$ cat src/rtl/wt_cache_pkg.sv
// ============================================================================
// Module      : wt_cache_pkg
// Description : Shared dcache geometry constants and read-request record.
// Revision    : 1.0 - initial release
// ============================================================================
`default_nettype none

package wt_cache_pkg;

    localparam int unsigned DCACHE_CL_IDX_WIDTH = 8;
    localparam int unsigned DCACHE_OFFSET_WIDTH = 4;
    localparam int unsigned DCACHE_TAG_WIDTH    = 20;
    localparam int unsigned DCACHE_SET_ASSOC    = 4;
    localparam int unsigned DCACHE_NUM_RD_PORTS = 3;

    typedef struct packed {
        logic [DCACHE_CL_IDX_WIDTH-1:0] idx;
        logic [DCACHE_OFFSET_WIDTH-1:0] off;
        logic                           approx;
        logic                           tag_only;
    } dcache_rd_req_t;

endpackage

`default_nettype wire

$ cat src/rtl/wt_dcache_rr_pick.sv
// ============================================================================
// Module      : wt_dcache_rr_pick
// Description : Combinational round-robin find-first starting at a pointer.
// Revision    : 1.0 - initial release
// ============================================================================
`default_nettype none

module wt_dcache_rr_pick #(
    parameter int unsigned NumPorts = 3,
    parameter int unsigned SelW     = (NumPorts > 1) ? $clog2(NumPorts) : 1
) (
    input  logic [NumPorts-1:0] req_i,
    input  logic [SelW-1:0]     ptr_i,
    output logic [SelW-1:0]     idx_o,
    output logic                vld_o
);

    // Walk from the farthest candidate back to the pointer so the closest one wins.
    always_comb begin
        int w_base;
        int w_cand;
        idx_o  = '0;
        vld_o  = 1'b0;
        w_base = (int'(ptr_i) >= int'(NumPorts)) ? 0 : int'(ptr_i);
        for (int i = int'(NumPorts) - 1; i >= 0; i--) begin
            w_cand = w_base + i;
            if (w_cand >= int'(NumPorts)) begin
                w_cand = w_cand - int'(NumPorts);
            end
            if (req_i[w_cand]) begin
                idx_o = SelW'(w_cand);
                vld_o = 1'b1;
            end
        end
    end

endmodule

`default_nettype wire

$ cat src/rtl/wt_dcache_rd_arb.sv
// ============================================================================
// Module      : wt_dcache_rd_arb
// Description : Round-robin arbiter sharing the dcache memory read port.
// Revision    : 1.0 - initial release
// ============================================================================
`default_nettype none

module wt_dcache_rd_arb
    import wt_cache_pkg::*;
#(
    parameter int unsigned NumPorts     = DCACHE_NUM_RD_PORTS,
    parameter int unsigned PerfCntWidth = 16
) (
    input  logic                                          clk_i,
    input  logic                                          rst_ni,
    input  logic [NumPorts-1:0]                           rd_req_i,
    input  logic [NumPorts-1:0][DCACHE_CL_IDX_WIDTH-1:0]  rd_idx_i,
    input  logic [NumPorts-1:0][DCACHE_OFFSET_WIDTH-1:0]  rd_off_i,
    input  logic [NumPorts-1:0]                           rd_approx_i,
    input  logic [NumPorts-1:0]                           rd_tag_only_i,
    input  logic [NumPorts-1:0][DCACHE_TAG_WIDTH-1:0]     rd_tag_i,
    output logic [NumPorts-1:0]                           rd_ack_o,
    output logic [NumPorts-1:0]                           rd_rvld_o,
    output logic [63:0]                                   rd_data_o,
    output logic [DCACHE_SET_ASSOC-1:0]                   rd_vld_bits_o,
    output logic [DCACHE_SET_ASSOC-1:0]                   rd_hit_oh_o,
    output logic                                          mem_rd_req_o,
    input  logic                                          mem_rd_ack_i,
    output logic [DCACHE_CL_IDX_WIDTH-1:0]                mem_rd_idx_o,
    output logic [DCACHE_OFFSET_WIDTH-1:0]                mem_rd_off_o,
    output logic                                          mem_rd_approx_o,
    output logic                                          mem_rd_tag_only_o,
    output logic [DCACHE_TAG_WIDTH-1:0]                   mem_rd_tag_o,
    input  logic [63:0]                                   mem_rd_data_i,
    input  logic [DCACHE_SET_ASSOC-1:0]                   mem_rd_vld_bits_i,
    input  logic [DCACHE_SET_ASSOC-1:0]                   mem_rd_hit_oh_i,
    output logic [PerfCntWidth-1:0]                       lost_cnt_o
);

    localparam int unsigned c_SEL_W = (NumPorts > 1) ? $clog2(NumPorts) : 1;

    dcache_rd_req_t          w_req [NumPorts];
    dcache_rd_req_t          w_win_req;
    logic [c_SEL_W-1:0]      w_win;
    logic                    w_any;
    logic                    w_grant;
    logic                    w_lost;

    logic [c_SEL_W-1:0]      r_rr_ptr;
    logic [c_SEL_W-1:0]      r_sel;
    logic                    r_vld;
    logic [PerfCntWidth-1:0] r_lost_cnt;

    for (genvar p = 0; p < NumPorts; p++) begin : g_req
        assign w_req[p] = '{idx:      rd_idx_i[p],
                            off:      rd_off_i[p],
                            approx:   rd_approx_i[p],
                            tag_only: rd_tag_only_i[p]};
    end

    wt_dcache_rr_pick #(
        .NumPorts (NumPorts),
        .SelW     (c_SEL_W)
    ) i_pick (
        .req_i (rd_req_i),
        .ptr_i (r_rr_ptr),
        .idx_o (w_win),
        .vld_o (w_any)
    );

    assign w_win_req         = w_req[w_win];
    assign mem_rd_req_o      = w_any;
    assign mem_rd_idx_o      = w_win_req.idx;
    assign mem_rd_off_o      = w_win_req.off;
    assign mem_rd_approx_o   = w_win_req.approx;
    assign mem_rd_tag_only_o = w_win_req.tag_only;
    assign w_grant           = w_any & mem_rd_ack_i;

    // Response stage: tag and return routing follow the port granted last cycle.
    assign mem_rd_tag_o  = rd_tag_i[r_sel];
    assign rd_data_o     = mem_rd_data_i;
    assign rd_vld_bits_o = mem_rd_vld_bits_i;
    assign rd_hit_oh_o   = mem_rd_hit_oh_i;
    assign lost_cnt_o    = r_lost_cnt;

    always_comb begin
        rd_ack_o  = '0;
        rd_rvld_o = '0;
        if (w_grant) begin
            rd_ack_o[w_win] = 1'b1;
        end
        if (r_vld) begin
            rd_rvld_o[r_sel] = 1'b1;
        end
    end

    // A cycle is lost when any requester is left waiting, including memory stalls.
    always_comb begin
        w_lost = w_grant ? ($countones(rd_req_i) > 1) : w_any;
    end

    always_ff @(posedge clk_i or negedge rst_ni) begin
        if (!rst_ni) begin
            r_rr_ptr   <= '0;
            r_sel      <= '0;
            r_vld      <= 1'b0;
            r_lost_cnt <= '0;
        end else begin
            if (w_grant) begin
                r_rr_ptr <= (w_win == c_SEL_W'(NumPorts - 1)) ? '0 : w_win + 1'b1;
                r_sel    <= w_win;
            end
            r_vld <= w_grant;
            if (w_lost && (r_lost_cnt != '1)) begin
                r_lost_cnt <= r_lost_cnt + 1'b1;
            end
        end
    end

`ifndef SYNTHESIS
    a_ack_onehot0  : assert property (@(posedge clk_i) disable iff (!rst_ni) $onehot0(rd_ack_o));
    a_rvld_onehot0 : assert property (@(posedge clk_i) disable iff (!rst_ni) $onehot0(rd_rvld_o));
    a_no_ack_stall : assert property (@(posedge clk_i) disable iff (!rst_ni)
                                      !mem_rd_ack_i |-> (rd_ack_o == '0));
`endif

endmodule

`default_nettype wire

$ cat config.mk
export PLATFORM = sky130hd
export DESIGN_NAME = wt_dcache_rd_arb
export DESIGN_NICKNAME = d
export VERILOG_FILES = /design/src/rtl/wt_cache_pkg.sv /design/src/rtl/wt_dcache_rr_pick.sv /design/src/rtl/wt_dcache_rd_arb.sv
export SDC_FILE = /design/constraint.sdc
export NUM_CORES = 1
export LEC_CHECK = 0
export CORE_AREA = 2 2 120 122
export CTS_BUF_LIST = sky130_fd_sc_hd__clkbuf_16
export CTS_CLUSTER_DIAMETER = 200
export CTS_CLUSTER_SIZE = 12
export DETAILED_ROUTE_END_ITERATION = 6
export DIE_AREA = 0 0 122 124
export GPL_ROUTABILITY_DRIVEN = 0
export HOLD_SLACK_MARGIN = 0.06
export PLACE_DENSITY = 0.67
export SYNTH_ARGS = -nofsm -noshare
export SYNTH_HDL_FRONTEND = slang
export SYNTH_SLANG_ARGS = --single-unit
export TNS_END_PERCENT = 50
$ cat constraint.sdc
create_clock -name clk_i -period 2.6 [get_ports clk_i]
set_input_delay 0.39 -clock clk_i [delete_from_list [all_inputs] [get_ports clk_i]]
set_output_delay 0.39 -clock clk_i [all_outputs]
set_load 0.1 [all_outputs]
# --- Word-level counts from Yosys, hierarchy flattened ---
# Index checks and enable logic that the tools add are counted.
totals:
  ff_bits: 21
  inputBits: 180
  output_inout_bits: 129
  elab_cells: 65
classes:
  n_addsub: 9
  n_lt_le_gt_ge: 13
  eq_ne: 2
  n_mux: 32
  n_bitwise: 2
  reduce_logical: 3
op_table:
  columns: ["operator", "count"]
  rows:
  - ["$ge A32 B3 Y1 const B", 3]
  - ["$lt A32 B4 Y1 const B", 3]
  - ["$mux W32", 3]
  - ["$sub A32 B3 Y32 const B", 3]
  - ["$bmux W20 S2", 1]
  - ["$add A32 B2 Y32 const B", 1]
  - ["$add A32 B3 Y32 const B", 1]
  - ["$bmux W14 S2", 1]
  - ["$mux W14", 2]
  - ["$mux W20", 1]
  - ["$add A16 B1 Y16 const B", 1]
  - ["$ne A16 B16 Y1 const B", 1]
  - ["$mux W1", 12]
  - ["$mux W2", 5]
  - ["$bmux W1 S2", 3]
  - ["$lt A2 B3 Y1 const B", 2]
  - ["$mux W3", 2]
  - ["$demux W1 S2", 2]
  - ["$ge A2 B1 Y1 const B", 2]
  - ["$add A2 B1 Y3", 1]
  - ["$ge A3 B3 Y1 const B", 1]
  - ["$gt A3 B1 Y1 const B", 1]
  - ["$logic_and A1 B1 Y1", 3]
  - ["$not A2 Y3", 1]
  - ["other kinds (5)", 5]

# --- Depth between registers and ports, before layout ---
logic_depth:
  depth_word: 16
  ltp_mapped: 10
  depth_no_buf: 7

# --- Modules after synthesis ---
# From an unflattened synthesis, not the netlist that was laid out.
unflattened:
  cells_unflattened: 308
  area_unflattened_um2: 2536.2
by_module_without_submodules:
  columns: ["mod", "instances", "cells_per_inst", "area_per_inst_um2", "seq_area_each_um2"]
  rows:
  - ["wt_dcache_rd_arb", 1, 279, 2313.5, 525.5]
  - ["wt_dcache_rr_pick", 1, 29, 222.7, 0.0]

# --- Worst setup path after synthesis ---
# Ideal clock, no wire load.
synth_timing:
  path_type: "reg-to-output"
  from: "register r_rr_ptr[0]"
  to: "output port mem_rd_approx_o"
  arrival_time_ns: 5.085
  slack_ns: -2.875
  path_stages_with_launch: 10
  cell_sequence: "dfrtp_1 > inv_1 > ha_1 > buf_6 > nor2_1 > nor3_1 > o31a_1 > and2_1 > buf_2 > o311ai_0"
synth_between:
  elab_chain_len: 15
synth_lines:
  columns: ["element", "line", "rtl"]
  rows:
  - ["start: declaration", "wt_dcache_rd_arb.sv:49", "logic [c_SEL_W-1:0] r_rr_ptr;"]
  - ["start signal: assignment", "wt_dcache_rd_arb.sv:110", "r_rr_ptr <= (w_win == c_SEL_W'(NumPorts - 1)) ? '0 : w_win + 1'b1;"]
  - ["$ge A2 B2 Y1", "wt_dcache_rr_pick.sv:24", "w_base = (int'(ptr_i) >= int'(NumPorts)) ? 0 : int'(ptr_i);"]
  - ["$mux W2 *", "wt_dcache_rr_pick.sv:24", null]
  - ["$add A32 B3 Y32", "wt_dcache_rr_pick.sv:26", "w_cand = w_base + i;"]
  - ["$sub A32 B3 Y32 or $ge A32 B3 Y1 (tied branches)", "wt_dcache_rr_pick.sv:28, wt_dcache_rr_pick.sv:27", null]
  - ["$mux W32", "wt_dcache_rr_pick.sv:27", "if (w_cand >= int'(NumPorts)) begin"]
  - ["$bmux W1 S2", "wt_dcache_rr_pick.sv:30", "if (req_i[w_cand]) begin"]
  - ["$mux W1 (not written as such) (2 in a row)", "wt_dcache_rr_pick.sv:30", null]
  - ["$mux W2 (2 in a row)", "wt_dcache_rr_pick.sv:30", null]
  - ["$mux W2 *", "wt_dcache_rr_pick.sv:30", null]
  - ["$not A2 Y3 (not written as such) *", "wt_dcache_rd_arb.sv:71", "assign w_win_req = w_req[w_win];"]
  - ["$bmux W14 S2 *", "wt_dcache_rd_arb.sv:71", null]
  - ["$mux W14 (not written as such) * (2 in a row)", "wt_dcache_rd_arb.sv:71", null]
  - ["end: declaration", "wt_dcache_rd_arb.sv:31", "output logic mem_rd_approx_o,"]
# Every way passes the cells marked *; elsewhere a longest branch is shown, timed or not. The select of a mux whose other input is x is not followed.

# --- Worst setup path in the final report ---
layout_timing:
  from: "register r_rr_ptr[1]"
  to: "output port mem_rd_idx_o[0]"
layout_between:
  elab_chain_len: 15
layout_lines:
  columns: ["element", "line", "rtl"]
  rows:
  - ["$ge A2 B2 Y1", "wt_dcache_rr_pick.sv:24", null]
  - ["$mux W2 *", "wt_dcache_rr_pick.sv:24", null]
  - ["$add A32 B3 Y32", "wt_dcache_rr_pick.sv:26", null]
  - ["$sub A32 B3 Y32 or $ge A32 B3 Y1 (tied branches)", "wt_dcache_rr_pick.sv:28, wt_dcache_rr_pick.sv:27", null]
  - ["$mux W32", "wt_dcache_rr_pick.sv:27", null]
  - ["$bmux W1 S2", "wt_dcache_rr_pick.sv:30", null]
  - ["$mux W1 (not written as such) (2 in a row)", "wt_dcache_rr_pick.sv:30", null]
  - ["$mux W2 (2 in a row)", "wt_dcache_rr_pick.sv:30", null]
  - ["$mux W2 *", "wt_dcache_rr_pick.sv:30", null]
  - ["$not A2 Y3 (not written as such) *", "wt_dcache_rd_arb.sv:71", null]
  - ["$bmux W14 S2 *", "wt_dcache_rd_arb.sv:71", null]
  - ["$mux W14 (not written as such) * (2 in a row)", "wt_dcache_rd_arb.sv:71", null]
  - ["end: declaration", "wt_dcache_rd_arb.sv:29", "output logic [DCACHE_CL_IDX_WIDTH-1:0] mem_rd_idx_o,"]
# Marked as above.

==> flow_metrics.env <==
export IMPL_status="complete, but fails checks"
export IMPL_violations="setup timing"
export IMPL_grt_ovfl_total=0
export IMPL_route_vias_total=2710
export IMPL_synthTopCellsByCount="buf_4 (72), o21ai_0 (35), nand2_1 (33)"
export IMPL_synth_compound_area_frac=0.1709
export IMPL_crit_end="mem_rd_idx_o[0]"
export IMPL_clk_latency_ns=0.25
export IMPL_portBuffers=164
export IMPL_viasPerCell=4.322
export IMPL_ys_warn_count=0
export IMPL_start_util=0.1937
export IMPL_worst_setup_path_end_kind="output port"
export IMPL_place_ws_ns=-0.1164
export IMPL_avgSynthCellArea_um2=7.981
export IMPL_final_util=0.3636
export IMPL_htree_levels=1
export IMPL_synth_seq_cells=21
export IMPL_numCtsBuffers=3
export IMPL_yosysTopAreaCell="buf_4"
export IMPL_hold_path_class="in2async"
export IMPL_synthesis_nets=519
export IMPL_cts_clk_slew_worst_paths_ns=0.06
export IMPL_first_global_vias=2846
export IMPL_grt_met2_usage=0.2147
export IMPL_hold_buffers=0
export IMPL_row_count=43
export IMPL_grt_busiest_layer="met2"
export IMPL_fin_crit_sh=1.053
export IMPL_yosysSeqAreaShare=0.1977
export IMPL_rr_worst_depth=9
export IMPL_worstMarginPinSlew_ns=0.5433
export IMPL_synth_top_cell_area_share=0.2034
export IMPL_p_leak_nw=2.000
export IMPL_p_per_area_nw_per_um2=1435
export IMPL_drive_gt1_frac=0.3177
export IMPL_synth_cell_type_count=44
export IMPL_synthesis_instances=333
export IMPL_cts_root_buf="clkbuf_16"
export IMPL_wire_per_inst_um=16.04
export IMPL_die_w_um=122
export IMPL_synth_area_leaders="buf_4 (20%), dfrtp_1 (20%), mux2i_1 (8.7%), o21ai_0 (6.6%), o311ai_2 (4.9%)"
export IMPL_layout_min_cycle_time_ns=2.738
export IMPL_dr_first_iter_drc_count=91
export IMPL_yosys_area_share_xor_xnor=0.04284
export IMPL_cts_tree="yes"
export IMPL_synth_main_ff_cell="dfrtp_1"
export IMPL_clk_path_buf_depth=2
export IMPL_maxCapViolCount=0
export IMPL_synth_fa_ha_area_frac=0.02825
export IMPL_dieArea_um2=15130
export IMPL_power_mw=7.159
export IMPL_grt_first_pass_wirelength_um=14620
export IMPL_hold_slack_ns=0.4865
export IMPL_grtUsageMet3=0.04625
export IMPL_setup_ws_ns=-0.1379
export IMPL_timing_rr_end="lost_cnt_o[14]"
export IMPL_met1_usage=0.1374
export IMPL_async_reset_ff_frac=1.000
export IMPL_setup_violations=18
export IMPL_dr_pass1_iters=4
export IMPL_synth_area_mux_share=0.1064
export IMPL_place_hpwl_um=8048
export IMPL_syn_area_um2=2658
export IMPL_yosysMostFrequentCell="buf_4"
export IMPL_grt_max_degree=24
export IMPL_ant_nets=0
export IMPL_totalWireLength_um=10060
export IMPL_critPathLaunch="r_rr_ptr[1]"
export IMPL_synth_top_family_by_area="buffers and inverters"
export IMPL_antenna_found_initial=0
export IMPL_final_net_count=634
export IMPL_fmax_mhz=365.2
export IMPL_synth_simple_area_share=0.1963
export IMPL_slew_violations=0
export IMPL_grt_setup_unrepaired="true"
export IMPL_critical_path_required_ns=2.21
export IMPL_slew_limit_headroom=0.6378
export IMPL_finalHoldViolCount=0
export IMPL_clock_skew_ns=0.007685
export IMPL_grtUsageTotal=0.1211
export IMPL_ff2ff_setup_slack_ns=0.18
export IMPL_io_pins=309
export IMPL_syn_to_final_growth_pct=87.71
export IMPL_r2r_start="r_rr_ptr[1]"
export IMPL_critPathLaunchType="register"
export IMPL_path_class="reg2out"
export IMPL_synth_edff_count=0
export IMPL_ir_drop_mv=0.8177
export IMPL_die_h_um=124
export IMPL_clock_sinks=21
export IMPL_critPathMaxFanout=8
export IMPL_drc=0
export IMPL_arrival_ns=2.35
export IMPL_core_area_um2=13720
export IMPL_diodes=0
per-stage QoR:
stage          setup TNS (ns)  area [µm²]  instances
4_1_cts                -2.073        4873        622
6_report               -1.858        4989        627
3_5_place_dp           -1.015        4659        613
2_1_floorplan          -12.88        2844        333
5_1_grt                -3.536        4989        627
3_3_place_gp          -0.5074        4659        613
logic make-up (layout without fill, tap and decap cells):
kind of cell	count (synthesis)	after routing
AOI/OAI and AO/OA	62	62
xor gates and xnor gates	13	13
adders and majority gates	6	6
buffers and inverters	105	219
DFF	21	21
muxes	27	27
and+or+nand+nor	99	99
power breakdown:
part | leakage (nW) | total [mW] | internal (mW) | switching (mW)
clock | 0.0371 | 0.334 | 0.208 | 0.126
sequential | 0.273 | 0.544 | 0.415 | 0.129
combinational | 1.69 | 6.28 | 2.35 | 3.93
sequential cells by signal, summed over array words and instances (netlist names):
| register | flops |
|---|---|
| lost_cnt_o | 16 |
| r_rr_ptr | 2 |
| r_sel | 2 |
| r_vld | 1 |
how the worst min path moves through the flow:
stage	from	endpoint	slack (ns)	cells past startpoint
floorplan	rst_ni	lost_cnt_o[0]	0.09	0
finish	rst_ni	lost_cnt_o[2]	0.49	2
global placement	lost_cnt_o[11]	lost_cnt_o[11]	0.51	1
CTS	rst_ni	lost_cnt_o[14]	0.50	2
detailed placement	lost_cnt_o[8]	lost_cnt_o[8]	0.53	1
global route	rst_ni	lost_cnt_o[14]	0.51	2
placed cells by master, fill, tap and decap left out, drive strengths merged, types with 3 or more instances in the layout:
cell type / netlist / final
nor2b: 6 / 6
nand4: 9 / 9
mux2i: 23 / 23
buf: 79 / 89
ha: 6 / 6
o22ai: 3 / 3
nand2b: 3 / 3
o311ai: 14 / 14
clkbuf: 9 / 5
o21ai: 37 / 37
nand2: 33 / 33
and2: 3 / 3
xnor2: 11 / 11
o31a: 3 / 3
inv: 17 / 17
clkdlybuf4s50: 0 / 107
nor2: 10 / 10
nand3: 21 / 21
dfrtp: 21 / 21
mux2: 4 / 4
critical path: stages, from the launching register on:
cell       delay (ns)
dfrtp_2          0.44
ha_4             0.32
o21a_1           0.14
nor3_2           0.04
o31a_1           0.26
and2_4           0.19
clkbuf_16        0.18
o311ai_4         0.31
buf_12           0.22
area by class of cell:
class	instances	area [µm²]
fillers	1359	8731
repair buffers	198	2355
multi-input cells	207	1735
flip-flops and latches	21	526.8
well taps	180	225.2
clock buffers	3	75.07
inverters	17	63.81
clock inverters	1	7.507
metal layers:
metal | up-vias | share of wire
met1 | 1233 | 0.37
met3 | 20 | 0.095
met2 | 143 | 0.52
met4 | 0 | 0.016
met5 | - | 0
li1 | 1314 | -
what timing repair did:
| item | CTS | global route |
|---|---|---|
| gates cloned | 0 | 2 |
| gates resized for setup | 16 | 10 |
| setup buffers | 5 | 3 |
| setup endpoints to repair | 18 | 18 |
| pin swaps | 14 | 22 |
Note: power is estimated with default switching activity, not from simulation.
